File: config.mk
export PLATFORM = sky130hd
export DESIGN_NAME = cpu_core
export DESIGN_NICKNAME = d
export VERILOG_FILES = /design/src/rtl/cpu_pkg.sv /design/src/rtl/cpu_regfile.sv /design/src/rtl/cpu_core.sv
export SDC_FILE = /design/constraint.sdc
export NUM_CORES = 2
export LEC_CHECK = 0
export ABC_CLOCK_PERIOD_IN_PS = 6400
export BUFFER_PORTS_ARGS = -buffer_cell sky130_fd_sc_hd__buf_4
export CAP_MARGIN = 20
export CORE_MARGIN = 1.5
export CORE_UTILIZATION = 46
export CTS_CLUSTER_DIAMETER = 80
export DETAILED_ROUTE_END_ITERATION = 8
export GPL_TIMING_DRIVEN = 0
export SLEW_MARGIN = 10
export SYNTH_ARGS = -nofsm -noshare
export SYNTH_HDL_FRONTEND = slang
export SYNTH_HIERARCHICAL = 1
export SYNTH_SLANG_ARGS = --single-unit
File: constraint.sdc
create_clock -name CLK_I -period 6.4 [get_ports CLK_I]
set_clock_uncertainty 0.15 [all_clocks]
set_input_delay 0.96 -clock CLK_I [delete_from_list [all_inputs] [get_ports CLK_I]]
set_output_delay 0.96 -clock CLK_I [all_outputs]
set_load 0.05 [all_outputs]
File: src/rtl/cpu_pkg.sv
// Shared types and constants for the multi-cycle load/store core.
package cpu_pkg;
    localparam int CPU_AW   = 32;
    localparam int CPU_DW   = 32;
    localparam int CPU_NREG = 16;

    localparam int OP_MSB  = 31;
    localparam int OP_LSB  = 28;
    localparam int RD_MSB  = 27;
    localparam int RD_LSB  = 24;
    localparam int RS1_MSB = 23;
    localparam int RS1_LSB = 20;
    localparam int RS2_MSB = 19;
    localparam int RS2_LSB = 16;
    localparam int IMM_MSB = 15;
    localparam int IMM_LSB = 0;

    typedef enum logic [3:0] {
        OP_NOP   = 4'h0, OP_ADD   = 4'h1, OP_SUB   = 4'h2, OP_AND   = 4'h3,
        OP_OR    = 4'h4, OP_XOR   = 4'h5, OP_ADDI  = 4'h6, OP_LUI   = 4'h7,
        OP_LD    = 4'h8, OP_ST    = 4'h9, OP_BEQ   = 4'hA, OP_JAL   = 4'hB,
        OP_RSV_C = 4'hC, OP_RSV_D = 4'hD, OP_RSV_E = 4'hE, OP_HALT  = 4'hF
    } opcode_t;

    typedef enum logic [2:0] {BOOT, FETCH, EXEC, MEM, HALT} state_t;
endpackage

File: src/rtl/cpu_regfile.sv
// Register file: two combinational read ports, one synchronous write port.
// Entry 0 is hardwired to zero; a write in the same cycle as a read returns the old value.
module cpu_regfile
    import cpu_pkg::*;
#(
    parameter int NREG = CPU_NREG,
    parameter int DW   = CPU_DW,
    localparam int RW  = $clog2(NREG)
) (
    input  logic          clk,
    input  logic          rst_n,
    input  logic [RW-1:0] raddr_a,
    input  logic [RW-1:0] raddr_b,
    output logic [DW-1:0] rdata_a,
    output logic [DW-1:0] rdata_b,
    input  logic          wen,
    input  logic [RW-1:0] waddr,
    input  logic [DW-1:0] wdata
);
    logic [DW-1:0] regs [NREG];

    always_ff @(posedge clk or negedge rst_n) begin
        if (!rst_n) begin
            for (int i = 0; i < NREG; i++) regs[i] <= '0;
        end else if (wen && waddr != '0) begin
            regs[waddr] <= wdata;
        end
    end

    assign rdata_a = (raddr_a == '0) ? '0 : regs[raddr_a];
    assign rdata_b = (raddr_b == '0) ? '0 : regs[raddr_b];
endmodule

File: src/rtl/cpu_core.sv
// Multi-cycle load/store CPU, single Wishbone classic master shared by fetch and data.
// Bus outputs are registered; an access holds until ACK_I and is followed by an idle cycle.
module cpu_core
    import cpu_pkg::*;
#(
    parameter int AW   = CPU_AW,
    parameter int DW   = CPU_DW,
    parameter int NREG = CPU_NREG
) (
    input  logic          CLK_I,
    input  logic          RST_I,
    input  logic [AW-1:0] ADR_I,
    output logic [AW-1:0] ADR_O,
    input  logic [DW-1:0] DAT_I,
    output logic [DW-1:0] DAT_O,
    output logic          CYC_O,
    output logic          STB_O,
    output logic          WE_O,
    input  logic          ACK_I,
    output logic          HALT_O
);
    localparam logic [AW-1:0] WORD_MASK = {{(AW-2){1'b1}}, 2'b00};

    state_t        state;
    logic [AW-1:0] pc;
    logic [DW-1:0] ir;
    opcode_t       op;
    logic [3:0]    rd, rs1, rs2;
    logic [DW-1:0] imm_sx, rs1_val, rs2_val, alu_res, wr_dat;
    logic [AW-1:0] pc_plus4, next_pc, ea;
    logic          alu_wen, ld_done, rf_wen;

    assign op       = opcode_t'(ir[OP_MSB:OP_LSB]);
    assign rd       = ir[RD_MSB:RD_LSB];
    assign rs1      = ir[RS1_MSB:RS1_LSB];
    assign rs2      = ir[RS2_MSB:RS2_LSB];
    assign imm_sx   = {{(DW-16){ir[IMM_MSB]}}, ir[IMM_MSB:IMM_LSB]};
    assign pc_plus4 = pc + AW'(4);
    assign ea       = AW'(rs1_val + imm_sx);

    always_comb begin
        alu_res = '0;
        alu_wen = 1'b0;
        next_pc = pc_plus4;
        case (op)
            OP_ADD:  begin alu_res = rs1_val + rs2_val; alu_wen = 1'b1; end
            OP_SUB:  begin alu_res = rs1_val - rs2_val; alu_wen = 1'b1; end
            OP_AND:  begin alu_res = rs1_val & rs2_val; alu_wen = 1'b1; end
            OP_OR:   begin alu_res = rs1_val | rs2_val; alu_wen = 1'b1; end
            OP_XOR:  begin alu_res = rs1_val ^ rs2_val; alu_wen = 1'b1; end
            OP_ADDI: begin alu_res = rs1_val + imm_sx;  alu_wen = 1'b1; end
            OP_LUI:  begin alu_res = {ir[IMM_MSB:IMM_LSB], {(DW-16){1'b0}}}; alu_wen = 1'b1; end
            OP_BEQ:  if (rs1_val == rs2_val) next_pc = pc_plus4 + AW'(imm_sx << 2);
            OP_JAL:  begin alu_res = DW'(pc_plus4); alu_wen = 1'b1; next_pc = ea & WORD_MASK; end
            default: ;
        endcase
    end

    // Load data returns in MEM; everything else writes back in EXEC.
    assign ld_done = (state == MEM) && CYC_O && ACK_I && !WE_O;
    assign rf_wen  = ld_done || ((state == EXEC) && alu_wen);
    assign wr_dat  = ld_done ? DAT_I : alu_res;
    assign STB_O   = CYC_O;

    cpu_regfile #(.NREG(NREG), .DW(DW)) u_regfile (
        .clk     (CLK_I),
        .rst_n   (RST_I),
        .raddr_a (rs1),
        .raddr_b (rs2),
        .rdata_a (rs1_val),
        .rdata_b (rs2_val),
        .wen     (rf_wen),
        .waddr   (rd),
        .wdata   (wr_dat)
    );

    always_ff @(posedge CLK_I or negedge RST_I) begin
        if (!RST_I) begin
            state  <= BOOT;
            pc     <= '0;
            ir     <= '0;
            ADR_O  <= '0;
            DAT_O  <= '0;
            CYC_O  <= 1'b0;
            WE_O   <= 1'b0;
            HALT_O <= 1'b0;
        end else begin
            case (state)
                BOOT: begin
                    pc    <= ADR_I & WORD_MASK;
                    ADR_O <= ADR_I & WORD_MASK;
                    CYC_O <= 1'b1;
                    state <= FETCH;
                end
                FETCH: begin
                    // Entered idle after a data access: this cycle is the mandatory gap.
                    if (!CYC_O) begin
                        CYC_O <= 1'b1;
                        ADR_O <= pc;
                    end else if (ACK_I) begin
                        ir    <= DAT_I;
                        CYC_O <= 1'b0;
                        state <= EXEC;
                    end
                end
                EXEC: begin
                    if (op == OP_HALT) begin
                        HALT_O <= 1'b1;
                        state  <= HALT;
                    end else if (op == OP_LD || op == OP_ST) begin
                        pc    <= pc_plus4;
                        ADR_O <= ea & WORD_MASK;
                        WE_O  <= (op == OP_ST);
                        if (op == OP_ST) DAT_O <= rs2_val;
                        CYC_O <= 1'b1;
                        state <= MEM;
                    end else begin
                        pc    <= next_pc;
                        ADR_O <= next_pc;
                        CYC_O <= 1'b1;
                        state <= FETCH;
                    end
                end
                MEM: begin
                    if (ACK_I) begin
                        CYC_O <= 1'b0;
                        WE_O  <= 1'b0;
                        state <= FETCH;
                    end
                end
                HALT:    ;
                default: state <= BOOT;
            endcase
        end
    end
endmodule

# Word-level counts from Yosys, hierarchy flattened
# Cells that the tools add are included.
[totals]
regBits = 646
latch_bits = 0
ram_bits = 0
romBits = 0
inputBits = 67
output_inout_bits = 68
elab_cells = 127
n_memories = 0
[classes]
add_sub_neg = 5
mul = 0
div_mod_pow = 0
order_cmp = 4
eq_ne = 23
shifts = 0
n_mux = 37
bitwise_logic = 8
reduce_logical = 26
[ops]
columns = ["op", "n"]
rows = [
  ["bitwise mux 512 bit", 1],
  ["2-to-1 mux 32 bit", 14],
  ["binary-select mux 32 bit (select 4 bit)", 2],
  ["one-hot mux 32 bit (8 select lines)", 1],
  ["demux 32 bit (select 4 bit)", 1],
  ["one-hot mux 32 bit (2 select lines)", 2],
  ["adder 32 bit", 3],
  ["one-hot mux 32 bit (3 select lines)", 1],
  ["adder 32 x 3 -> 32 bit, second input constant", 1],
  ["bitwise AND 32 bit", 1],
  ["== test 32 bit", 1],
  ["bitwise OR 32 bit", 1],
  ["subtractor 32 bit", 1],
  ["bitwise XOR 32 bit", 1],
  ["== test 4 bit, second input constant", 5],
  ["== test 4 x 3 -> 1 bit, second input constant", 4],
  ["greater-or-equal comparator 5 bit, second input constant", 3],
  ["inverter 4 -> 5 bit", 3],
  ["one-hot mux 3 bit (5 select lines)", 1],
  ["2-to-1 mux 3 bit", 4],
  ["AND reduction 4 bit", 3],
  ["inequality test 2 bit, second input constant", 5],
  ["AND reduction 3 bit", 3],
  ["== test 4 x 2 -> 1 bit, second input constant", 2],
  ["other kinds (21)", 39],
]

# Depth between registers and ports, before layout
[logic_depth]
depth_word = 11
mapped_depth = 22
depth_no_buf = 18

# Modules after synthesis
# Netlist, hierarchy kept.
[modules_own_cells]
columns = ["module", "instances", "cells_each", "area_per_inst_um2", "seq_area_each_um2"]
rows = [
  ["cpu_regfile", 1, 1813, 25519.5, 12011.5],
  ["cpu_core", 1, 2165, 16156.7, 3353.2],
]

# Worst setup path after synthesis
# OpenSTA, ideal clock, no wires.
[synth_path]
kind = "reg2reg"
start = "register ir[20]"
end = "register u_regfile/regs[218] (netlist name)"
setup_ps = 125
t_arrival_ps = 4592
slack_ps = 1534
stages_incl_launch_ff = 20
n_path_buf = 3
period_less_slack_ps = 4866
path_cell_list = "dfrtp_1 > buf_4 > nor3b_1 > clkbuf_1 > a2111oi_0 > nor2_1 > inv_1 > fa_1 > o21ba_1 > nand2b_1 > a21bo_1 > a21oi_2 > o21ai_1 > o31ai_2 > a211oi_1 > a221o_1 > a221oi_1 > nor2_1 > clkbuf_1 > mux2_2"
[synth_between]
elab_chain_cells = 9
[synth_lines]
columns = ["item", "line", "source"]
rows = [
  ["start: declaration", "cpu_core.sv:26", "logic [DW-1:0] ir;"],
  ["start signal: assignment", "cpu_core.sv:81", "ir <= '0;"],
  ["start signal: assignment", "cpu_core.sv:101", "ir <= DAT_I;"],
  ["inverter 4 -> 5 bit (implied by the code)", "cpu_regfile.sv:30", "assign rdata_a = (raddr_a == '0) ? '0 : regs[raddr_a];"],
  ["binary-select mux 32 bit (select 4 bit)", "cpu_regfile.sv:30", ""],
  ["2-to-1 mux 32 bit (implied by the code) (2 in a row)", "cpu_regfile.sv:30", ""],
  ["2-to-1 mux 32 bit *", "cpu_regfile.sv:30", ""],
  ["named net rs1_val[1]", "cpu_core.sv:29", "logic [DW-1:0] imm_sx, rs1_val, rs2_val, alu_res, wr_dat;"],
  ["adder 32 bit, or another cell as far along", "cpu_core.sv:51", "OP_ADDI: begin alu_res = rs1_val + imm_sx; alu_wen = 1'b1; end"],
  ["one-hot mux 32 bit (8 select lines) *", "cpu_core.sv:45", "case (op)"],
  ["2-to-1 mux 32 bit *", "cpu_core.sv:62", "assign wr_dat = ld_done ? DAT_I : alu_res;"],
  ["named net wr_dat[26]", "cpu_core.sv:29", ""],
  ["bitwise mux 512 bit *", "cpu_regfile.sv:26", "regs[waddr] <= wdata;"],
  ["end signal: indexed assignment", "cpu_regfile.sv:26", ""],
  ["end: declaration", "cpu_regfile.sv:20", "logic [DW-1:0] regs [NREG];"],
]
# Mark *: on every way through the listed nets, which the timed path passes. The rest lies on a longest branch. The select of a mux whose other input is x is not followed.
# A chain may end at the register's enable or synchronous reset.

# Worst setup path in the final report
[layout_path]
start = "register pc[2]"
end = "register ADR_O[31]"
[layout_between]
elab_chain_cells = 7
[layout_lines]
columns = ["item", "line", "source"]
rows = [
  ["start: declaration", "cpu_core.sv:25", "logic [AW-1:0] pc;"],
  ["start signal: assignment", "cpu_core.sv:90", "pc <= ADR_I & WORD_MASK;"],
  ["start signal: assignment", "cpu_core.sv:111", "pc <= pc_plus4;"],
  ["start signal: assignment", "cpu_core.sv:118", "pc <= next_pc;"],
  ["adder 32 x 3 -> 32 bit *", "cpu_core.sv:38", "assign pc_plus4 = pc + AW'(4);"],
  ["adder 32 bit", "cpu_core.sv:53", "OP_BEQ: if (rs1_val == rs2_val) next_pc = pc_plus4 + AW'(imm_sx << 2);"],
  ["2-to-1 mux 32 bit", "cpu_core.sv:53", ""],
  ["one-hot mux 32 bit (2 select lines) *", "cpu_core.sv:45", ""],
  ["2-to-1 mux 32 bit *", "cpu_core.sv:110", "end else if (op == OP_LD || op == OP_ST) begin"],
  ["2-to-1 mux 32 bit *", "cpu_core.sv:107", "if (op == OP_HALT) begin"],
  ["one-hot mux 32 bit (3 select lines) *", "cpu_core.sv:88", "case (state)"],
  ["end signal: assignment", "cpu_core.sv:91", "ADR_O <= ADR_I & WORD_MASK;"],
  ["end signal: assignment", "cpu_core.sv:112", "ADR_O <= ea & WORD_MASK;"],
  ["end signal: assignment", "cpu_core.sv:119", "ADR_O <= next_pc;"],
  ["end: declaration", "cpu_core.sv:13", "output logic [AW-1:0] ADR_O,"],
]
# Mark *: on every way between the ends. The rest lies on a longest branch, timed or not. The select of a mux whose other input is x is not followed.

==> run summary <==
The flow ran to the end, and the final reports show no timing, DRC or antenna violations. Combinational family with the most area after synthesis: multiplexers. The vertical die dimension works out to 304 um. For this run, the post-layout net count is 4439.

The multi-input combinational cells in the finished layout cover a total of 25000 um^2. The share of synthesized area in the top cell type comes to 36.9%. After Yosys synthesis, and, or, nand and nor cells account for 8.14% of the synthesized area.

Synthesis instantiated 91 different standard cells from the library. Routability-driven placement finished with a final weighted congestion of 1.03. The post-detailed-route via-to-cell ratio works out to 6.63. The final hold violation count is 0. The startpoint identified for the worst register-to-register timing path is pc[2]. During synthesis, Yosys emitted a total of 6 warnings.

The remaining routing DRC violations is 0. By area the synthesized netlist is led by sky130_fd_sc_hd__dfrtp_1, sky130_fd_sc_hd__mux2_2, sky130_fd_sc_hd__mux4_2, sky130_fd_sc_hd__mux2i_1, sky130_fd_sc_hd__ha_1. The die covers 92400 um^2. The detailed router finished its first iteration with 4006 violations.

The most common library cell in the layout ignoring fill and taps was sky130_fd_sc_hd__dfrtp_1. Average wire per cell in the routed design: 31.7 um. On the final layout, the worst hold slack is 0.146 ns. Critical register-to-register path endpoint: ADR_O[31].

Summed over all instances, the cell type with the most area after synthesis is sky130_fd_sc_hd__dfrtp_1. The routed design has 172 mm of wire. The synthesized netlist devotes 4.97% of its cell area to adder and majority cells. Multiplexer cells account for 26.7% of the synthesized area. Across the whole layout, storage elements account for 15400 um^2. The placement row count was 110. In this run, synthesis inferred 0 flip-flops with an integrated enable. The library cells used most frequently in the layout, excluding fill and tap cells, are sky130_fd_sc_hd__dfrtp_1, sky130_fd_sc_hd__mux2_2, sky130_fd_sc_hd__nor2_1.

The max-cap check violation count was 0; the mean post-synth cell area was 10.5 um^2. After synthesis, flip-flops and latches occupy 36.9% of the total area. The first-pass GRT wire length came out at 250 mm. Of the cells placed in the final design, the portion with a size suffix greater than 1 is 28.8%.

In this run the clock root is driven by a sky130_fd_sc_hd__clkbuf_16. The post-synthesis cell count is 3978, and the highest fanout seen on the critical path is 9. TritonCTS built the clock tree. The capture point of the critical path is ADR_O[31].

The endpoint kind of the worst setup timing path was a register. Summing the areas of all compound-gate instances in the mapped netlist gives 16.8% of the synthesized area. The tools report the maximum clock frequency as 157 MHz. From synthesis to final layout, the design area changed by 14.5%. The post-synthesis instance area is 41700 um^2, and the number of buffers between clock root and the deepest sink is 3. 135 I/O pins were placed. For the via total after detailed routing, the log shows 36084. The number of nets handed over by synthesis was 4208.

The worst setup path is launched from a register. The tools report the max-slew violation count as 0. The detailed-router iteration count before antenna repair came out at 8.

Counting flops with an async set or reset pin after synthesis yields a share of 100%. The tools report the number of antenna violations at the first check in global routing as 5. The data required time of the critical path was 6.75 ns; the detailed placement HPWL was 131 mm. The final critical delay including setup and external delays was 6.36 ns; the H-tree depth was 3. The number of sinks handled by clock tree synthesis was 614; the width of the die was 304 um. The core region is 89900 um^2.

The slew of the pin with the lowest slew margin is 1.22 ns. The share of the synthesized netlist area taken by xor and xnor gates is 2.00%. The tools report the startpoint of the most critical setup path as pc[2]. For this design, the CTS-stage hold fixing added 0 buffers. The tools report the total clock buffers created by CTS as 74.

The detail route stage leaves a number of antenna-violating nets equal to 0. STA puts the critical path data arrival time at 6.72 ns. The fill cell total of the finished layout is 8129, and the initial core utilization is 46.4%.

The number of global-route vias before repair was 35156; the aggregate global routing overflow was 0. The largest net degree at the start of global routing came out at 109. The type of the setup path with the least slack was register to register. The most used flip-flop cell after synthesis is sky130_fd_sc_hd__dfrtp_1. The classification of the worst-slack hold path was primary input to async pin. The count of buffers added on input and output ports is 132.

After synthesis the netlist holds a flip-flop and latch count of 614. Measured in cells, the most critical reg-to-reg path has a length of 15. For this run, the total global-route usage over all layers was measured as 36.9%. The insertion delay to the later sink of the worst-skew pair is 0.68 ns, and the clock input transition at the sequential cells of the worst setup and hold paths is 0.07 ns. The logs give 18.3% for the worst relative slew slack and 0 for the number of endpoints failing setup at the final stage.

The worst register-to-register path has a setup slack of 0.04 ns. The worst path uses 99.5% of the clock period.
## cell type report
class | count | area share, %
clock inverters | 31 | 0.815
multi-input cells | 2929 | 52.4
plain buffers | 309 | 3.23
diodes | 2 | 0.0105
flip-flops and latches | 614 | 32.2
clock buffers | 102 | 4.42
inverters | 121 | 0.952
well taps | 1176 | 3.08
repair buffers | 160 | 2.89
## how the worst min path moves through the flow
stage | depth (start not counted) | end | startpoint
6_report | 1 | ADR_O[6] | RST_I
5_1_grt | 1 | ADR_O[5] | RST_I
4_1_cts | 1 | ADR_O[6] | RST_I
3_5_place_dp | 1 | HALT_O | HALT_O
3_3_place_gp | 1 | HALT_O | HALT_O
2_1_floorplan | 1 | ir[16] | ir[16]
## repair_timing
action	4_1_cts	5_1_grt
pin swaps	7	6
resized for setup	86	116
buffers inserted	7	3
endpoints found under the setup margin	302	297
## worst max-delay path, cell delays in order, from the launching register on
cell and delay, ns:
sky130_fd_sc_hd__dfrtp_1 0.59, sky130_fd_sc_hd__ha_1 0.34, sky130_fd_sc_hd__nand3_1 0.38, sky130_fd_sc_hd__nor2_1 0.59, sky130_fd_sc_hd__nand2_1 0.15, sky130_fd_sc_hd__xnor2_1 0.54, sky130_fd_sc_hd__ha_1 0.33, sky130_fd_sc_hd__and3_1 0.22
sky130_fd_sc_hd__nand4_1 0.51, sky130_fd_sc_hd__o211a_1 0.49, sky130_fd_sc_hd__a21o_1 0.21, sky130_fd_sc_hd__a211oi_1 0.69, sky130_fd_sc_hd__mux2_2 0.29, sky130_fd_sc_hd__nor2_1 0.04, sky130_fd_sc_hd__o41ai_1 0.48, sky130_fd_sc_hd__o221ai_1 0.21
## stage by stage
step	TNS [ns]	setup slack, ns	cell area, um^2	instances	utilization, %
2_1_floorplan	0	1.53	41700	3978	-
3_3_place_gp	-1916.32	-3.02	44100	5286	49.1
3_5_place_dp	-168.23	-1.14	44400	5296	49.4
4_1_cts	-2.33	-0.107	47300	5436	52.6
5_1_grt	-0.145	-0.0252	47700	5442	53.1
6_report	0	0.0350	47700	5444	53.1
## Yosys cell counts, drive strengths merged (41+ instances only)
cell    count
inv       120
a22oi      47
a21o       63
nand3      60
mux2i     202
a221oi     54
a211oi     41
o21ai     197
xnor2      59
mux4      131
nor2      271
o22ai      81
a221o      46
dfrtp     614
mux2      545
nand2     218
buf       132
a21oi     262
clkbuf    182
ha        159
## registers in the layout, indices dropped and copies added, names as in the netlist
register	cells
WE_O	1
state	3
ir	32
pc	32
ADR_O	32
HALT_O	1
CYC_O	1
u_regfile/regs	480
DAT_O	32
## layer usage
metal / up-vias / share of wire (%) / global-route usage (%) / wire [um]
li1: 15396 / - / - / -
met4: 2 / 7.8 / 25.3 / 13500
met3: 555 / 8.6 / 8.20 / 14900
met1: 18128 / 38 / 45.7 / 66300
met5: - / 0.0064 / 0 / 11
met2: 2003 / 45 / 57.7 / 77800
## cells by family (layout without fill, tap and decap cells)
family	Yosys count	in the layout
multiplexers	878	878
AND/OR/NAND/NOR	749	749
adder cells (fa/ha/maj)	163	163
buffers and inverters	435	723
XOR/XNOR	95	95
AO/OA/AOI/OAI	1044	1044
other	0	2
flip-flops	614	614
Power is not shown: default switching activity piles up to over one toggle a cycle in this logic, so the estimate is an artifact.
